[config.mk]
export PLATFORM = sky130hd
export DESIGN_NAME = sim_video_out
export DESIGN_NICKNAME = d
export VERILOG_FILES = /design/src/rtl/sim_video_out.sv
export SDC_FILE = /design/constraint.sdc
export NUM_CORES = 1
export LEC_CHECK = 0
export BUFFER_PORTS_ARGS = -buffer_cell sky130_fd_sc_hd__buf_2
export CORE_ASPECT_RATIO = 1.2
export CORE_MARGIN = 4
export CORE_UTILIZATION = 52
export DETAILED_ROUTE_END_ITERATION = 12
export PLACE_DENSITY = 0.79
export SLEW_MARGIN = 30
export SYNTH_ARGS = -nofsm -noshare
export SYNTH_HDL_FRONTEND = slang
export SYNTH_SLANG_ARGS = --single-unit
[constraint.sdc]
create_clock -name clk_sys -period 2.22 [get_ports clk_sys]
set_input_delay 0.222 -clock clk_sys [delete_from_list [all_inputs] [get_ports clk_sys]]
set_output_delay 0.222 -clock clk_sys [all_outputs]
set_load 0.05 [all_outputs]
[src/rtl/sim_video_out.sv]
// rtl/sim_video_out.sv - video output stage: ce_pix generation, colour widening, sync normalisation
// and beam/active-width counters for the simulation harness.
module sim_video_out #(
  parameter int IN_BITS    = 3,
  parameter int OUT_BITS   = 8,
  parameter int CE_MODE    = 1,
  parameter int CE_DIV     = 4,
  parameter int HS_POL_IN  = 1,
  parameter int VS_POL_IN  = 1,
  parameter int BLANK_ZERO = 1,
  parameter int CNT_W      = 12
) (
  input  logic                 clk_sys,
  input  logic                 reset,
  input  logic                 pix_clk_in,
  input  logic [3*IN_BITS-1:0] rgb_in,
  input  logic                 hs_in,
  input  logic                 vs_in,
  input  logic                 hb_in,
  input  logic                 vb_in,
  output logic                 ce_pix,
  output logic [OUT_BITS-1:0]  VGA_R,
  output logic [OUT_BITS-1:0]  VGA_G,
  output logic [OUT_BITS-1:0]  VGA_B,
  output logic                 VGA_HS,
  output logic                 VGA_VS,
  output logic                 VGA_HB,
  output logic                 VGA_VB,
  output logic [CNT_W-1:0]     hcount,
  output logic [CNT_W-1:0]     vcount,
  output logic [15:0]          frame_count,
  output logic [CNT_W-1:0]     active_width,
  output logic                 frame_done
);

  localparam logic [CNT_W-1:0] CNT_MAX = '1;

  logic ce_next;

  generate
    if (CE_MODE == 0) begin : g_div
      logic [4:0] div;
      always_ff @(posedge clk_sys) begin
        if (reset || div == 5'(CE_DIV - 1)) div <= '0;
        else                                div <= div + 5'd1;
      end
      assign ce_next = (div == 5'(CE_DIV - 1));
    end else begin : g_edge
      logic old;
      always_ff @(posedge clk_sys) begin
        if (reset) old <= 1'b0;
        else       old <= pix_clk_in;
      end
      assign ce_next = old & ~pix_clk_in;
    end
  endgenerate

  always_ff @(posedge clk_sys) begin
    if (reset) ce_pix <= 1'b0;
    else       ce_pix <= ce_next;
  end

  logic [IN_BITS-1:0]  r_in, g_in, b_in;
  logic [OUT_BITS-1:0] r_w, g_w, b_w;

  assign r_in = rgb_in[IN_BITS-1:0];
  assign g_in = rgb_in[2*IN_BITS-1:IN_BITS];
  assign b_in = rgb_in[3*IN_BITS-1:2*IN_BITS];

  // MSB-first repetition of the input code fills the wider channel
  for (genvar i = 0; i < OUT_BITS; i++) begin : g_widen
    assign r_w[OUT_BITS-1-i] = r_in[IN_BITS-1-(i % IN_BITS)];
    assign g_w[OUT_BITS-1-i] = g_in[IN_BITS-1-(i % IN_BITS)];
    assign b_w[OUT_BITS-1-i] = b_in[IN_BITS-1-(i % IN_BITS)];
  end

  logic blank_rgb, hs_n, vs_n;
  logic hs_rise, vs_rise, hb_rise, hb_fall;

  assign blank_rgb = (BLANK_ZERO != 0) && (hb_in || vb_in);
  assign hs_n      = (HS_POL_IN != 0) ? hs_in : ~hs_in;
  assign vs_n      = (VS_POL_IN != 0) ? vs_in : ~vs_in;
  // Edges compare the value being captured against the one already on the outputs
  assign hs_rise   = hs_n & ~VGA_HS;
  assign vs_rise   = vs_n & ~VGA_VS;
  assign hb_rise   = hb_in & ~VGA_HB;
  assign hb_fall   = ~hb_in & VGA_HB;

  always_ff @(posedge clk_sys) begin
    if (reset) begin
      VGA_R  <= '0;
      VGA_G  <= '0;
      VGA_B  <= '0;
      VGA_HS <= 1'b0;
      VGA_VS <= 1'b0;
      VGA_HB <= 1'b0;
      VGA_VB <= 1'b0;
    end else if (ce_pix) begin
      VGA_R  <= blank_rgb ? '0 : r_w;
      VGA_G  <= blank_rgb ? '0 : g_w;
      VGA_B  <= blank_rgb ? '0 : b_w;
      VGA_HS <= hs_n;
      VGA_VS <= vs_n;
      VGA_HB <= hb_in;
      VGA_VB <= vb_in;
    end
  end

  logic [CNT_W-1:0] pix_cnt;

  always_ff @(posedge clk_sys) begin
    frame_done <= 1'b0;
    if (reset) begin
      hcount       <= '0;
      vcount       <= '0;
      frame_count  <= '0;
      active_width <= '0;
      pix_cnt      <= '0;
    end else if (ce_pix) begin
      if (hs_rise)                hcount <= '0;
      else if (hcount != CNT_MAX) hcount <= hcount + CNT_W'(1);

      if (vs_rise) begin
        vcount      <= '0;
        frame_count <= frame_count + 16'd1;
        frame_done  <= 1'b1;
      end else if (hs_rise && vcount != CNT_MAX) begin
        vcount <= vcount + CNT_W'(1);
      end

      // The first active pixel counts itself, so a cleared line starts at 1
      if (hb_fall)                            pix_cnt <= CNT_W'(1);
      else if (!hb_in && pix_cnt != CNT_MAX)  pix_cnt <= pix_cnt + CNT_W'(1);

      if (hb_rise) active_width <= pix_cnt;
    end
  end

endmodule

==> metrics.md <==
| Metric | Value |
|---|---|
| First-pass GRT wire length | 13.7 mm |
| Worst rel slew slack | 0.539 |
| Die footprint | 8490 µm² |
| I/O Pins | 98 |
| Pwr per Cell Area | 600 nW/µm² |
| CTS Buf Count | 9 |
| Diodes inserted | 0 |
| Worst R2R Path Depth | 6 |
| Hold Crit Start | pix_clk_in |
| Area growth syn-to-layout | 16.9% |
| Min setup slack post-route | 196 ps |
| Hold EP | ce_pix |
| Distinct cell type count after synthesis | 44 |
| Worst hold path type | primary input to flop |
| CORE AREA | 6850 µm² |
| P_int | 1.99 mW |
| Cells along the critical path | ha_1 -> and3_1 -> a41oi_4 -> nor3_2 -> o21ai_0 -> o21ai_0 |
| CTS H-tree depth | 3 |
| Cell taking the most area after synthesis | dfxtp_1 |
| Post-DP HPWL | 5.89 mm |
| Worst VDD drop | 375 µV |
| RSZ-0062 raised after global routing | no |
| Hold Vio Cnt, Final | 0 |
| Crit path kind | flop to flop |
| # DRC | 0 |
| Cell Count Post-Placement | 576 |
| Fin Clk Skew | 9.71 ps |
| Sequential share of power | 0.560 |
| CP startpoint kind | flop |
| Largest net degree at the start of global routing | 31 |
| Reg2Reg Setup Slack | 200 ps |
| Maximum root-to-sink buffer count | 2 |
| CP top delay family | simple AND/OR/NAND/NOR gates |
| IO buf count | 97 |
| Main area contributors after synthesis | dfxtp_1 44%, nor2_1 6.5%, mux2i_1 4.9% |
| CTS tree | done |
| Crit path DAT | 2280 ps |
| Synthesized net count | 441 |
| Worst slew pin tran | 690 ps |
| Status | completed |
| Endpoint class of the critical path | flop |
| Clock Latency Late Sink | 340 ps |
| Hold WS | 77.5 ps |
| Clock transition at the registers of the reported paths | 70 ps |
| Max Cap Viol | 0 |
| DP Worst Slack | 226 ps |
| Final setup vio count | 0 |
| Vias | 3247 |
| Non-filler cells in the finished layout | 591 |
| Cells after Synth | 421 |
| # rows | 33 |
| Worst path most repeated cell | o21ai_0 |
| Sequential fraction of the synthesis area | 0.435 |
| Synth Flop Type | dfxtp_1 |
| Reg-to-Reg End | vcount[7] |
| Final period utilization | 0.912 |
| CP Max Fanout | 10 |
| Synthesized cell area | 3680 µm² |
| RR Startpoint | vcount[0] |
| Combinational fraction of design power | 0.046 |
| Placer Congestion | 0.840 |
| Pre-Repair DR Iteration Count | 4 |
| Grt ovf | 0 |
| Net Sw Power | 596 µW |
| Starting DRT DRC Count | 99 |
| Max Slew Vio Count | 0 |
| Leak pwr | 1.97 nW |
| Worst path bufs/invs | 0 |
| Post-CTS setup buffers | 0 |
| Nets | 520 |
| Initial core utilization | 0.537 |
| Max Freq | 0.494 GHz |
| Clock root cell | clkbuf_8 |
| Final cell utilization of the core | 0.627 |
| FF+latch count, synth | 80 |
| Via/cell ratio | 5.49 |
| Yosys top cell area share | 0.435 |
| Share of layout cells above drive strength 1 | 0.260 |
| WL final | 8.08 mm |
| Crit-path max cell delay | 490 ps |
| Clock power frac | 0.394 |
| Die X | 84.8 µm |
| Setup TNS | 0 ps |
| Vias in the first global route | 3039 |
| Die height | 100 µm |
| Routed length per instance | 13.7 µm |
| Worst path required time | 2470 ps |
| FFs w/ async S/R, synth | 0 |
| Initial antenna violation count | 0 |
| Clock Sinks | 80 |
| WHS Path Cells | 2 |
| Syn avg cell area | 8.74 µm² |
| Post-DRT Antenna Nets | 0 |
| GRT Util Overall | 0.194 |
| CP max stage cell | nor3_2 |
| Tmin final | 2020 ps |
| EDFF count, synth | 0 |
| Ys Warns | 0 |
| Sw Ratio | 0.231 |
-- cell families (layout without fill, tap and decap cells) --
logic type | count (synthesis) | count (layout) | share of synthesized area
AND/OR/NAND/NOR | 191 | 191 | 0.277
flip-flops | 80 | 80 | 0.435
AO/OA/AOI/OAI | 71 | 71 | 0.119
buffers and inverters | 36 | 119 | 0.0565
XOR/XNOR | 21 | 21 | 0.0500
multiplexers | 18 | 18 | 0.0490
adder cells (fa/ha/maj) | 4 | 4 | 0.0136
-- power groups by stage --
| stage | Combinational (mW) | Sequential, mW | Clock (mW) |
|---|---|---|---|
| finish | 0.118 | 1.45 | 1.02 |
| global route | 0.130 | 1.45 | 1.10 |
| CTS | 0.119 | 1.45 | 1.05 |
| detailed placement | 0.118 | 1.48 | 0 |
| global placement | 0.117 | 1.48 | 0 |
| floorplan | 0.0684 | 1.49 | 0 |
-- registers in the layout, summed over array words and instances, names as in the netlist, 3 cells and up --
| signal | flops |
|---|---|
| frame_count | 16 |
| active_width | 12 |
| hcount | 12 |
| pix_cnt | 12 |
| vcount | 12 |
| VGA_B | 3 |
| VGA_G | 3 |
| VGA_R | 3 |
-- worst max path at each step --
stage	slack [ps]	startpoint	to	cells past startpoint
after floorplan	130	vcount[0]	vcount[8]	7
after global placement	350	vcount[0]	vcount[8]	6
after detailed placement	230	vcount[0]	vcount[7]	6
after CTS	220	vcount[0]	vcount[8]	6
after global routing	10	vcount[0]	vcount[4]	6
final	200	vcount[0]	vcount[7]	6
-- metrics by stage --
step	cell area, µm²	power [mW]
global route	4300	2.68
finish	4300	2.58
detailed placement	4110	1.60
global placement	4110	1.60
CTS	4300	2.62
floorplan	3680	1.56
-- cells in the mapped netlist (2+ instances only) --
| cell | number |
|---|---|
| dfxtp_1 | 80 |
| nor2_1 | 64 |
| a21oi_1 | 29 |
| nand2_1 | 27 |
| o21ai_0 | 25 |
| mux2i_1 | 18 |
| nand3_1 | 18 |
| xor2_1 | 18 |
| buf_4 | 17 |
| nor2b_1 | 15 |
| and3_1 | 11 |
| clkbuf_1 | 11 |
| nand4_1 | 10 |
| nor3_1 | 9 |
| and4_1 | 7 |
| buf_2 | 7 |
| a31oi_1 | 4 |
| a41oi_1 | 4 |
| ha_1 | 4 |
| or3_1 | 4 |
| and2_1 | 3 |
| nand4b_1 | 3 |
| or4_1 | 3 |
| xnor2_1 | 3 |
| a211oi_1 | 2 |
| a41oi_4 | 2 |
| and3_4 | 2 |
| nand3b_1 | 2 |
| nor3b_1 | 2 |
| o31ai_1 | 2 |
| or2_2 | 2 |
-- timing repair --
item                       CTS  global route
hold buffers                 0             0
gates resized for setup      0             1
setup endpoints to repair    0             1
-- placed cells by master, fill, tap and decap left out, drive strengths merged, types with 15 or more instances in the layout --
cell | synthesis | routed
a21oi | 29 | 29
buf | 24 | 103
dfxtp | 80 | 80
mux2i | 18 | 18
nand2 | 28 | 28
nand3 | 19 | 19
nor2 | 64 | 64
nor2b | 15 | 15
o21ai | 26 | 26
xor2 | 18 | 18
-- routing by layer --
layer / part of all wire / vias to the layer above / track usage
li1: - / 1624 / -
met1: 0.44 / 1505 / 0.238
met2: 0.48 / 106 / 0.329
met3: 0.056 / 12 / 0.0320
met4: 0.019 / 0 / 0.0926
met5: 0 / - / 0
-- final cells by class --
| class | count | area (µm²) |
|---|---|---|
| fill | 619 | 2550 |
| sequential | 80 | 1600 |
| clock inverter | 6 | 58.8 |
| inverter | 1 | 3.75 |
| clock buffer | 9 | 124 |
| multi-input combinational | 305 | 1870 |
| tap | 87 | 109 |
| timing repair buffer | 103 | 531 |
Note: power is estimated with default switching activity, not from simulation.
